<file path="config.mk">
export PLATFORM = sky130hd
export DESIGN_NAME = sample_block_counter
export DESIGN_NICKNAME = d
export VERILOG_FILES = /design/src/rtl/sample_block_counter.sv
export SDC_FILE = /design/constraint.sdc
export NUM_CORES = 1
export LEC_CHECK = 0
export ABC_AREA = 1
export BUFFER_PORTS_ARGS = -buffer_cell sky130_fd_sc_hd__buf_2
export CAP_MARGIN = 25
export CORE_ASPECT_RATIO = 0.5
export CORE_MARGIN = 2
export CORE_UTILIZATION = 50
export CTS_CLUSTER_SIZE = 10
export DETAILED_ROUTE_END_ITERATION = 16
export GPL_TIMING_DRIVEN = 0
export PLACE_DENSITY = 0.72
export SLEW_MARGIN = 20
export SYNTH_ARGS = -nofsm -noshare
export SYNTH_HDL_FRONTEND = slang
export SYNTH_SLANG_ARGS = --single-unit
</file>
<file path="constraint.sdc">
create_clock -name clk -period 2.75 [get_ports clk]
set_clock_uncertainty 0.05 [all_clocks]
set_input_delay 0.275 -clock clk [delete_from_list [all_inputs] [get_ports clk]]
set_output_delay 0.275 -clock clk [all_outputs]
set_load 0.01 [all_outputs]
</file>
<file path="src/rtl/sample_block_counter.sv">
// Multi-channel sample block counter with shared terminal count, wrap or
// saturate-and-hold modes, sticky overrun per channel and a block-done summary.
module sample_block_counter #(
  parameter int NUM_BITS = 10,
  parameter int NUM_CH   = 2
) (
  input  logic                         clk,
  input  logic                         n_reset,
  input  logic                         clear,
  input  logic [NUM_CH-1:0]            cnt_up,
  input  logic [NUM_BITS-1:0]          rollover_val,
  input  logic                         one_shot,
  output logic [NUM_CH*NUM_BITS-1:0]   count_out,
  output logic [NUM_CH-1:0]            rollover_flag,
  output logic [NUM_CH-1:0]            overrun,
  output logic                         block_done
);

  logic [NUM_BITS-1:0] count_q [NUM_CH];
  logic [NUM_BITS-1:0] count_d [NUM_CH];
  logic [NUM_CH-1:0]   flag_q, flag_d;
  logic [NUM_CH-1:0]   ovr_q, ovr_d;
  logic [NUM_CH-1:0]   reached_q, reached_d;
  logic                done_q, done_d;

  always_comb begin
    flag_d    = flag_q;
    ovr_d     = ovr_q;
    reached_d = reached_q;
    for (int i = 0; i < NUM_CH; i++) begin
      count_d[i] = count_q[i];
    end

    if (clear) begin
      flag_d    = '0;
      ovr_d     = '0;
      reached_d = '0;
      for (int i = 0; i < NUM_CH; i++) begin
        count_d[i] = '0;
      end
    end else begin
      for (int i = 0; i < NUM_CH; i++) begin
        if (!cnt_up[i]) begin
          // The one-shot flag is a level; the wrap flag is a single-cycle pulse.
          if (!one_shot) begin
            flag_d[i] = 1'b0;
          end
        end else if (!one_shot) begin
          if (count_q[i] >= rollover_val) begin
            count_d[i]   = '0;
            flag_d[i]    = 1'b1;
            reached_d[i] = 1'b1;
          end else begin
            count_d[i] = count_q[i] + 1'b1;
            flag_d[i]  = 1'b0;
          end
        end else begin
          if (count_q[i] >= rollover_val) begin
            // Already at or beyond terminal: hold and record the extra enable.
            ovr_d[i]     = 1'b1;
            flag_d[i]    = 1'b1;
            reached_d[i] = 1'b1;
          end else begin
            count_d[i] = count_q[i] + 1'b1;
            if ((count_q[i] + 1'b1) == rollover_val) begin
              flag_d[i]    = 1'b1;
              reached_d[i] = 1'b1;
            end else begin
              flag_d[i] = 1'b0;
            end
          end
        end
      end
    end

    done_d = &reached_d;
  end

  always_ff @(posedge clk or negedge n_reset) begin
    if (!n_reset) begin
      flag_q    <= '0;
      ovr_q     <= '0;
      reached_q <= '0;
      done_q    <= 1'b0;
      for (int i = 0; i < NUM_CH; i++) begin
        count_q[i] <= '0;
      end
    end else begin
      flag_q    <= flag_d;
      ovr_q     <= ovr_d;
      reached_q <= reached_d;
      done_q    <= done_d;
      for (int i = 0; i < NUM_CH; i++) begin
        count_q[i] <= count_d[i];
      end
    end
  end

  for (genvar g = 0; g < NUM_CH; g++) begin : g_out
    assign count_out[g*NUM_BITS +: NUM_BITS] = count_q[g];
  end

  assign rollover_flag = flag_q;
  assign overrun       = ovr_q;
  assign block_done    = done_q;

endmodule
</file>
# [Yosys cells after proc, flatten, opt, wreduce, memory -nomap -nowiden]
# Cells that the tools add are included.
[classes] add_sub_neg=2 n_lt_le_gt_ge=2 n_eq_ne=6 mux=39 reduce_logical=10
[ops] cell="$mux W10" count=8
[ops] cell="$mux W1" count=27
[ops] cell="$add A10 B1 Y10 const B" count=2
[ops] cell="$eq A10 B10 Y1" count=2
[ops] cell="$ge A10 B10 Y1" count=2
[ops] cell="$mux W20" count=1
[ops] cell="$ne A3 B3 Y1 const B" count=4
[ops] cell="$reduce_bool A2 Y1" count=5
[ops] cell="$mux W2" count=3
[ops] cell="$reduce_and A2 Y1" count=3
[ops] cell="$reduce_and A3 Y1" count=2
[word_totals] regBits=27 inputBits=16 output_inout_bits=25 wordCells=67

# [Depth between registers and ports, before layout]
# Gate-level depths: netlist (run 1).
[depth] word_depth=8 mapped_depth=17 depth_no_buf=17

# [Worst setup path before layout (run 1)]
# Ideal clock, no wire load.
[synth_path] path_kind="register to register" start="register count_q (netlist bit count_out[10])" end="register count_q (netlist bit count_out[12])" setup_time_ps=77 arrival_time_ps=1736 t_required_ps=2623 slack_ps=887 stages_incl_launch_ff=12 path_buffers=1 period_less_slack_ps=1863 path_cell_list="dfrtp_1 inv_1 ha_1 inv_1 nor3_1 nand3_1 nand4_1 inv_1 o22ai_1 buf_2 a21oi_1 a21oi_1"
[synth_via] elab_chain_len=5 word_cells_on_any_way=9 classes_between="add/sub: 1; order compare: 1; eq/ne: 1; mux: 5; reduce/logical: 1"
[synth_lines] element="start, declared" line="19" source="logic [NUM_BITS-1:0] count_q [NUM_CH];"
[synth_lines] element="start signal, assigned by index" line="94" source="count_q[i] <= count_d[i];"
[synth_lines] element="$add A10 B1 Y10 / $ge A10 B10 Y1 (equally long branches)"
[synth_lines] element="$mux W10, on equally long branches" line="49, 58"
[synth_lines] element="$mux W10" line="48" source="end else if (!one_shot) begin"
[synth_lines] element="$mux W10" line="43" source="if (!cnt_up[i]) begin"
[synth_lines] element="$mux W20" line="34" source="if (clear) begin"
# Parallel ways exist; a longest one is shown, timed or not. The select of a mux whose other input is x is not followed.
# A chain may end at the register's enable or synchronous reset.

# [Worst setup path after layout (run 1)]
[layout_path] start="register count_q (netlist bit count_out[0])" end="register count_q (netlist bit count_out[2])"
# The elaborated chain is that of the path after synthesis.

==> results of run 1 <==
[through the flow]
stage | std cells | instance area, µm²
floorplan | 369 | 2390
global placement | 474 | 2660
detailed placement | 474 | 2660
CTS | 479 | 2720
global route | 479 | 2720
finish | 479 | 2720
[per-layer routing]
metal	part of all wire, %	up-vias	routed length, µm
li1	-	1293	-
met1	51	1176	3410
met2	41	76	2710
met3	6.7	11	444
met4	0.86	0	57
met5	0	-	0
[placed cells by master (no fill, tap or decap)]
master,netlist,final
o21a_1,2,2
nand3_2,2,2
nand3b_1,1,1
nand2_2,10,10
ha_1,22,22
buf_2,4,43
o21ai_1,1,1
nor2_2,5,5
nand2_1,104,104
clkbuf_8,0,3
o211ai_1,2,2
dlygate4sd3_1,0,1
clkbuf_1,3,3
and2_1,1,1
clkinv_2,1,2
clkinv_1,1,1
xor2_1,1,1
inv_1,48,48
dfrtp_1,27,27
nor3_1,3,3
a31oi_1,2,2
o21ai_0,14,14
a21oi_1,28,28
nor2_1,36,36
nor2_4,1,1
nand4_1,8,8
nand3_1,39,39
o22ai_1,2,2
o21bai_2,1,1
[critical path: stages (launching register included)]
cell     delay [ns]
dfrtp_1        0.47
inv_1          0.13
ha_1           0.29
inv_1          0.05
nor3_1         0.21
nand3_1        0.09
nand4_1        0.15
inv_1          0.07
o22ai_1        0.17
buf_2          0.26
a21oi_1        0.07
a21oi_1        0.13
[registers in the layout (all words and copies together) (netlist names)]
name,count
count_out,20
reached_q,2
block_done,1
rollover_flag,2
overrun,2
[final timing paths]
path,start,to,slack (ns),cells after the start
worst max-delay path,count_out[0],count_out[2],0.54,11
worst min-delay path,cnt_up[0],overrun[0],0.23,3
worst max register to register,count_out[0],count_out[2],0.54,11
worst min register to register,reached_q[0],reached_q[0],0.44,2
max in group asynchronous,n_reset,count_out[10],1.76,2
min in group asynchronous,n_reset,count_out[1],0.48,2
[layout make-up]
type	count	area [µm²]	share of cell area (%)
Clock inverter	1	5.00	0.184
Inverter	50	189	6.95
Tap cell	66	82.6	3.04
Timing Repair Buffer	40	205	7.54
Multi-Input combinational cell	285	1490	54.8
Clock buffer	3	41.3	1.52
Buffer	7	31.3	1.15
Sequential cell	27	676	24.8
[power by group through the flow]
stage	logic, mW	clock network, mW	registers, mW
floorplan	0.251	0	0.501
global placement	0.383	0	0.496
detailed placement	0.394	0	0.499
CTS	0.398	0.249	0.491
global route	0.463	0.260	0.500
finish	0.399	0.246	0.493
[cells by family (layout without fill, tap and decap cells)]
kind of cell	Yosys count	in the layout	synth area share (%)
and+or+nand+nor	210	210	38.8
buffers and inverters	57	101	9.23
AOI/OAI and AO/OA	52	52	11.8
DFF	27	27	28.3
adders and majority gates	22	22	11.5
xor gates and xnor gates	1	1	0.367
==> results.toml, run 1 <==
[outcome]
status = "complete, no violations"

[job]
drv_cap = 0

[placement]
pre_cts_ws_ns = 0.568
globalplace.congestion = 0.946
io_buffers = 39
hpwl_mm = 5.27

[power]
netSwitchingPower_mw = 0.460
pwr-share-clk_pct = 21.6
combPwrFrac_pct = 35.0
vdd.ir_drop.worst_mv = 0.274
p_sw_share_pct = 40.4
total_power_mw = 1.14
internal_power_mw = 0.678
power_density_nw_per_um2 = 418
p_seq_share_pct = 43.3
power.leakage_nw = 1.49

[timing]
hold_viol = 0
slew_viol_final = 0
fin_setup_tns_ns = 0
worst_pin_slew_ns = 0.631
max_freq_mhz = 453
grt_setup_unrepaired = "false"
setup_violations = 0
period_share_pct = 80.3
whs_ns = 0.227
finalWorstSetupSlack_ns = 0.541
relSlewSlack_pct = 58.0
period_minus_slack_ns = 2.21

[detailed_routing]
routed_wl_mm = 6.62
avgRoutedWirePerCell_um = 13.8
remaining_drc_errors = 0
vias = 2556
vias_per_cell = 5.34
ant_nets = 0
drtIter0Drc = 114
first_pass_iters = 5

[die]
rows = 17
die_y_um = 52.8
start_util_pct = 53.2
coreArea_um2 = 4490
pin_count = 41
die-area_um2 = 5370
fp.dieW_um = 102

[yosys]
synth_flop_cell = "dfrtp_1"
synthMostInstantiatedCell = "nand2_1"
synth_cell_type_count = 27
ys_seq_area_share_pct = 28.3
synth_async_sr_flop_share_pct = 100
synth_warnings = 0
syn_area_um2 = 2390
ys_ff_latch = 27
yosysTopAreaCellShare_pct = 28.3
synth_common_cells = "nand2_1, inv_1, nand3_1"
synth_edf_count = 0
synthCells = 369
synth.avg_cell_area_um2 = 6.47
synth_fp_nets = 407
yosys.area.top_type = "dfrtp_1"
synthTopCellsByArea = "dfrtp_1, nand2_1, ha_1, nand3_1, inv_1"

[cells_and_area]
syn2layout_area_growth_pct = 14.0
postLayoutCoreUtil_pct = 60.6
final_nets = 452
fillers = 457
drive_gt1_share_pct = 16.2
n_antenna_cell = 0

[clocking]
cts.sinks = 27
path_clk_slew_ns = 0.10
post_cts_buffers = 0
cts_buffer_depth = 2
cts_tree = "built"
htreeDepth = 1
clock_latency_ns = 0.28
clock-root-buffer = "clkbuf_8"
cts-resized-gates = 0
cts_buffers = 3
ctsHoldBuffers = 1

[grt]
track_usage_pct = 26.9
grt_busiest_layer = "met2"
use_met1_pct = 40.1
grt_max_degree = 28
grt_pass1_wl_mm = 10.9
grt_pass1_vias = 2262
use_met3_pct = 4.67
antenna_found_initial = 0
gr-total-overflow = 0
grt_use_met2_pct = 41.1

[worst_hold_path]
hp-class = "primary input to flop"

[setup_path]
path_class = "flop to flop"
end_kind = "flop"
start_kind = "flop"
critical_path.max_fanout = 10
cp.arrival_ns = 2.38
required_ns = 2.92
(Power assumes the default switching activity.)
==> run 2, diff against run 1 <==
--- a/config.mk
+++ b/config.mk
@@ -5,7 +5,7 @@
 export SDC_FILE = /design/constraint.sdc
 export NUM_CORES = 1
 export LEC_CHECK = 0
-export ABC_AREA = 1
+export ABC_AREA = 0
 export BUFFER_PORTS_ARGS = -buffer_cell sky130_fd_sc_hd__buf_2
 export CAP_MARGIN = 25
 export CORE_ASPECT_RATIO = 0.5
@@ -14,7 +14,7 @@
 export CTS_CLUSTER_SIZE = 10
 export DETAILED_ROUTE_END_ITERATION = 16
 export GPL_TIMING_DRIVEN = 0
-export PLACE_DENSITY = 0.72
+export PLACE_DENSITY = 0.75
 export SLEW_MARGIN = 20
 export SYNTH_ARGS = -nofsm -noshare
 export SYNTH_HDL_FRONTEND = slang
==> constraint.sdc (replaced) <==
create_clock -name clk -period 2 [get_ports clk]
set_clock_uncertainty 0.05 [all_clocks]
set_input_delay 0.2 -clock clk [delete_from_list [all_inputs] [get_ports clk]]
set_output_delay 0.2 -clock clk [all_outputs]
set_load 0.01 [all_outputs]
==> results.toml, run 2 <==
[outcome]
status = "finished with violations"
violations = "negative setup slack"

[power]
vdd.ir_drop.worst_mv = 0.238
netSwitchingPower_mw = 0.365
total_power_mw = 1.19
pwr-share-clk_pct = 27.5
internal_power_mw = 0.828
combPwrFrac_pct = 25.0
power.leakage_nw = 1.37
power_density_nw_per_um2 = 384
p_seq_share_pct = 47.5
p_sw_share_pct = 30.6

[setup_path]
required_ns = 2.15
crit_family = "simple AND/OR/NAND/NOR gates"
path_class = "flop to flop"
end_kind = "flop"
critical_path.max_fanout = 3
crit_path_max_incr_delay_ns = 0.43
cp_cell_sequence = "buf_6, ha_4, xor2_2, nor4b_2, nand4b_1, nor4_2, nand3_1, a22oi_1"
cp_num_buf_inv = 1
cp.arrival_ns = 2.34
start_kind = "flop"
critPathSlowestCell = "dfrtp_1"

[yosys]
synth_fp_nets = 307
synth_edf_count = 0
synth.avg_cell_area_um2 = 8.78
synthMostInstantiatedCell = "dfrtp_1"
synth_flop_cell = "dfrtp_1"
synth_warnings = 0
synth_cell_type_count = 59
yosys.area.top_type = "dfrtp_1"
ys_seq_area_share_pct = 28.6
ys_ff_latch = 27
synthTopCellsByArea = "dfrtp_1, ha_1, xnor2_1, a221o_1, nand2_1"
synth_common_cells = "dfrtp_1, ha_1, nand2_1"
yosysTopAreaCellShare_pct = 28.6
synthCells = 269
syn_area_um2 = 2360
synth_async_sr_flop_share_pct = 100

[clocking]
cts.sinks = 27
cts_tree = "built"
cts_buffers = 3
htreeDepth = 1
path_clk_slew_ns = 0.10
clock-root-buffer = "clkbuf_8"
clock_latency_ns = 0.28
cts_buffer_depth = 2

[die]
die-area_um2 = 5320
fp.dieW_um = 101
coreArea_um2 = 4470
rows = 17
die_y_um = 52.6
pin_count = 41
start_util_pct = 52.9

[grt]
grt_pass1_wl_mm = 10.7
track_usage_pct = 26.5
grt_max_degree = 28
grt_pass1_vias = 2200
gr-total-overflow = 0
antenna_found_initial = 0

[cells_and_area]
final_common_cell = "buf_2"
postLayoutCoreUtil_pct = 69.5
finalInstanceArea_um2 = 3100
n_antenna_cell = 0
final_cell_mix = "buf_2, nand2_1, dfrtp_1, buf_4"
fillers = 344
syn2layout_area_growth_pct = 31.4
drive_gt1_share_pct = 34.1
final_nets = 373
largest_reg_flops = 20

[timing]
relSlewSlack_pct = 56.0
worst_pin_slew_ns = 0.660
fin_setup_tns_ns = -2.06
period_share_pct = 109
grt_setup_unrepaired = "true"
max_freq_mhz = 457
period_minus_slack_ns = 2.19
setup_violations = 20
whs_ns = 0.179
finalWorstSetupSlack_ns = -0.187
slew_viol_final = 0
hold_viol = 0

[placement]
globalplace.congestion = 0.881
io_buffers = 37
placed_area_um2 = 2670
hpwl_mm = 4.69

[detailed_routing]
vias = 2387
remaining_drc_errors = 0
drtIter0Drc = 113
first_pass_iters = 5
ant_nets = 0
vias_per_cell = 6.10
avgRoutedWirePerCell_um = 17.7
routed_wl_mm = 6.94

[job]
drv_cap = 0

[worst_hold_path]
hp-class = "primary input to flop"
[run 2: cell types whose count changed in the layout (fill, tap and decap cells not counted), moves of 7 or more]
cell	change
nand2_1	-84
buf_4	+18
nor2_1	-27
dfrtp_1	-8
nand3_1	-32
a221o_1	+8
inv_1	-32
o21ai_0	-9
a21oi_1	-20
nor2b_1	+7
nand2_2	-9
xnor2_1	+12
dfrtp_2	+8
[run 2: worst paths after layout]
kind | end | slack (ns) | from | cells after the start
hold reg to reg | overrun[0] | 0.46 | overrun[0] | 2
setup reg to reg | block_done | -0.19 | count_out[1] | 8
min in group asynchronous | count_out[0] | 0.43 | n_reset | 2
setup / recovery | block_done | -0.19 | count_out[1] | 8
max in group asynchronous | count_out[10] | 1.02 | n_reset | 2
hold / removal | count_out[11] | 0.18 | cnt_up[1] | 2
[run 2: logic make-up (layout without fill, tap and decap cells)]
kind of cell	count (synthesis)	in the layout	synth area share, %
flops	27	27	28.6
simple gates	98	99	23.5
fa+ha+maj	22	22	11.7
xor+xnor	21	21	8.10
buf+inv	27	91	4.82
compound gates	73	73	22.9
mux	1	1	0.424
[run 2: repair_timing]
action | CTS | global route
pin swaps | 15 | 15
buffers inserted | 17 | 7
hold buffers | 1 | 0
endpoints found under the setup margin | 26 | 27
hold endpoints to repair | 27 | 0
gates resized for setup | 21 | 22
cloned | 0 | 1
[run 2: final cells by class]
type | instances | area, µm² | share of cell area [%]
Multi-Input combinational cell | 216 | 1800 | 58.1
Inverter | 16 | 60.1 | 1.93
Sequential cell | 27 | 686 | 22.1
Timing Repair Buffer | 60 | 384 | 12.4
Buffer | 11 | 55.1 | 1.77
Tap cell | 57 | 71.3 | 2.30
Clock buffer | 4 | 45.0 | 1.45
[run 2: routing by layer]
layer	wire length, µm	GRT usage (%)	up-vias
met5	0	0	-
met4	122	7.43	0
met3	379	3.20	15
met2	3190	43.7	90
met1	3250	37.0	1136
li1	-	-	1146
[run 2: power groups by stage]
stage	clock, mW	sequential [mW]	combinational [mW]
floorplan	0	0.581	0.136
global placement	0	0.580	0.213
detailed placement	0	0.581	0.219
CTS	0.336	0.569	0.258
global route	0.359	0.567	0.323
finish	0.328	0.566	0.299
[run 2: metrics by stage]
step	setup slack (ns)	std cells
floorplan	-0.0518	269
global placement	-0.289	363
detailed placement	-0.363	363
CTS	-0.127	384
global route	-0.266	391
finish	-0.187	391
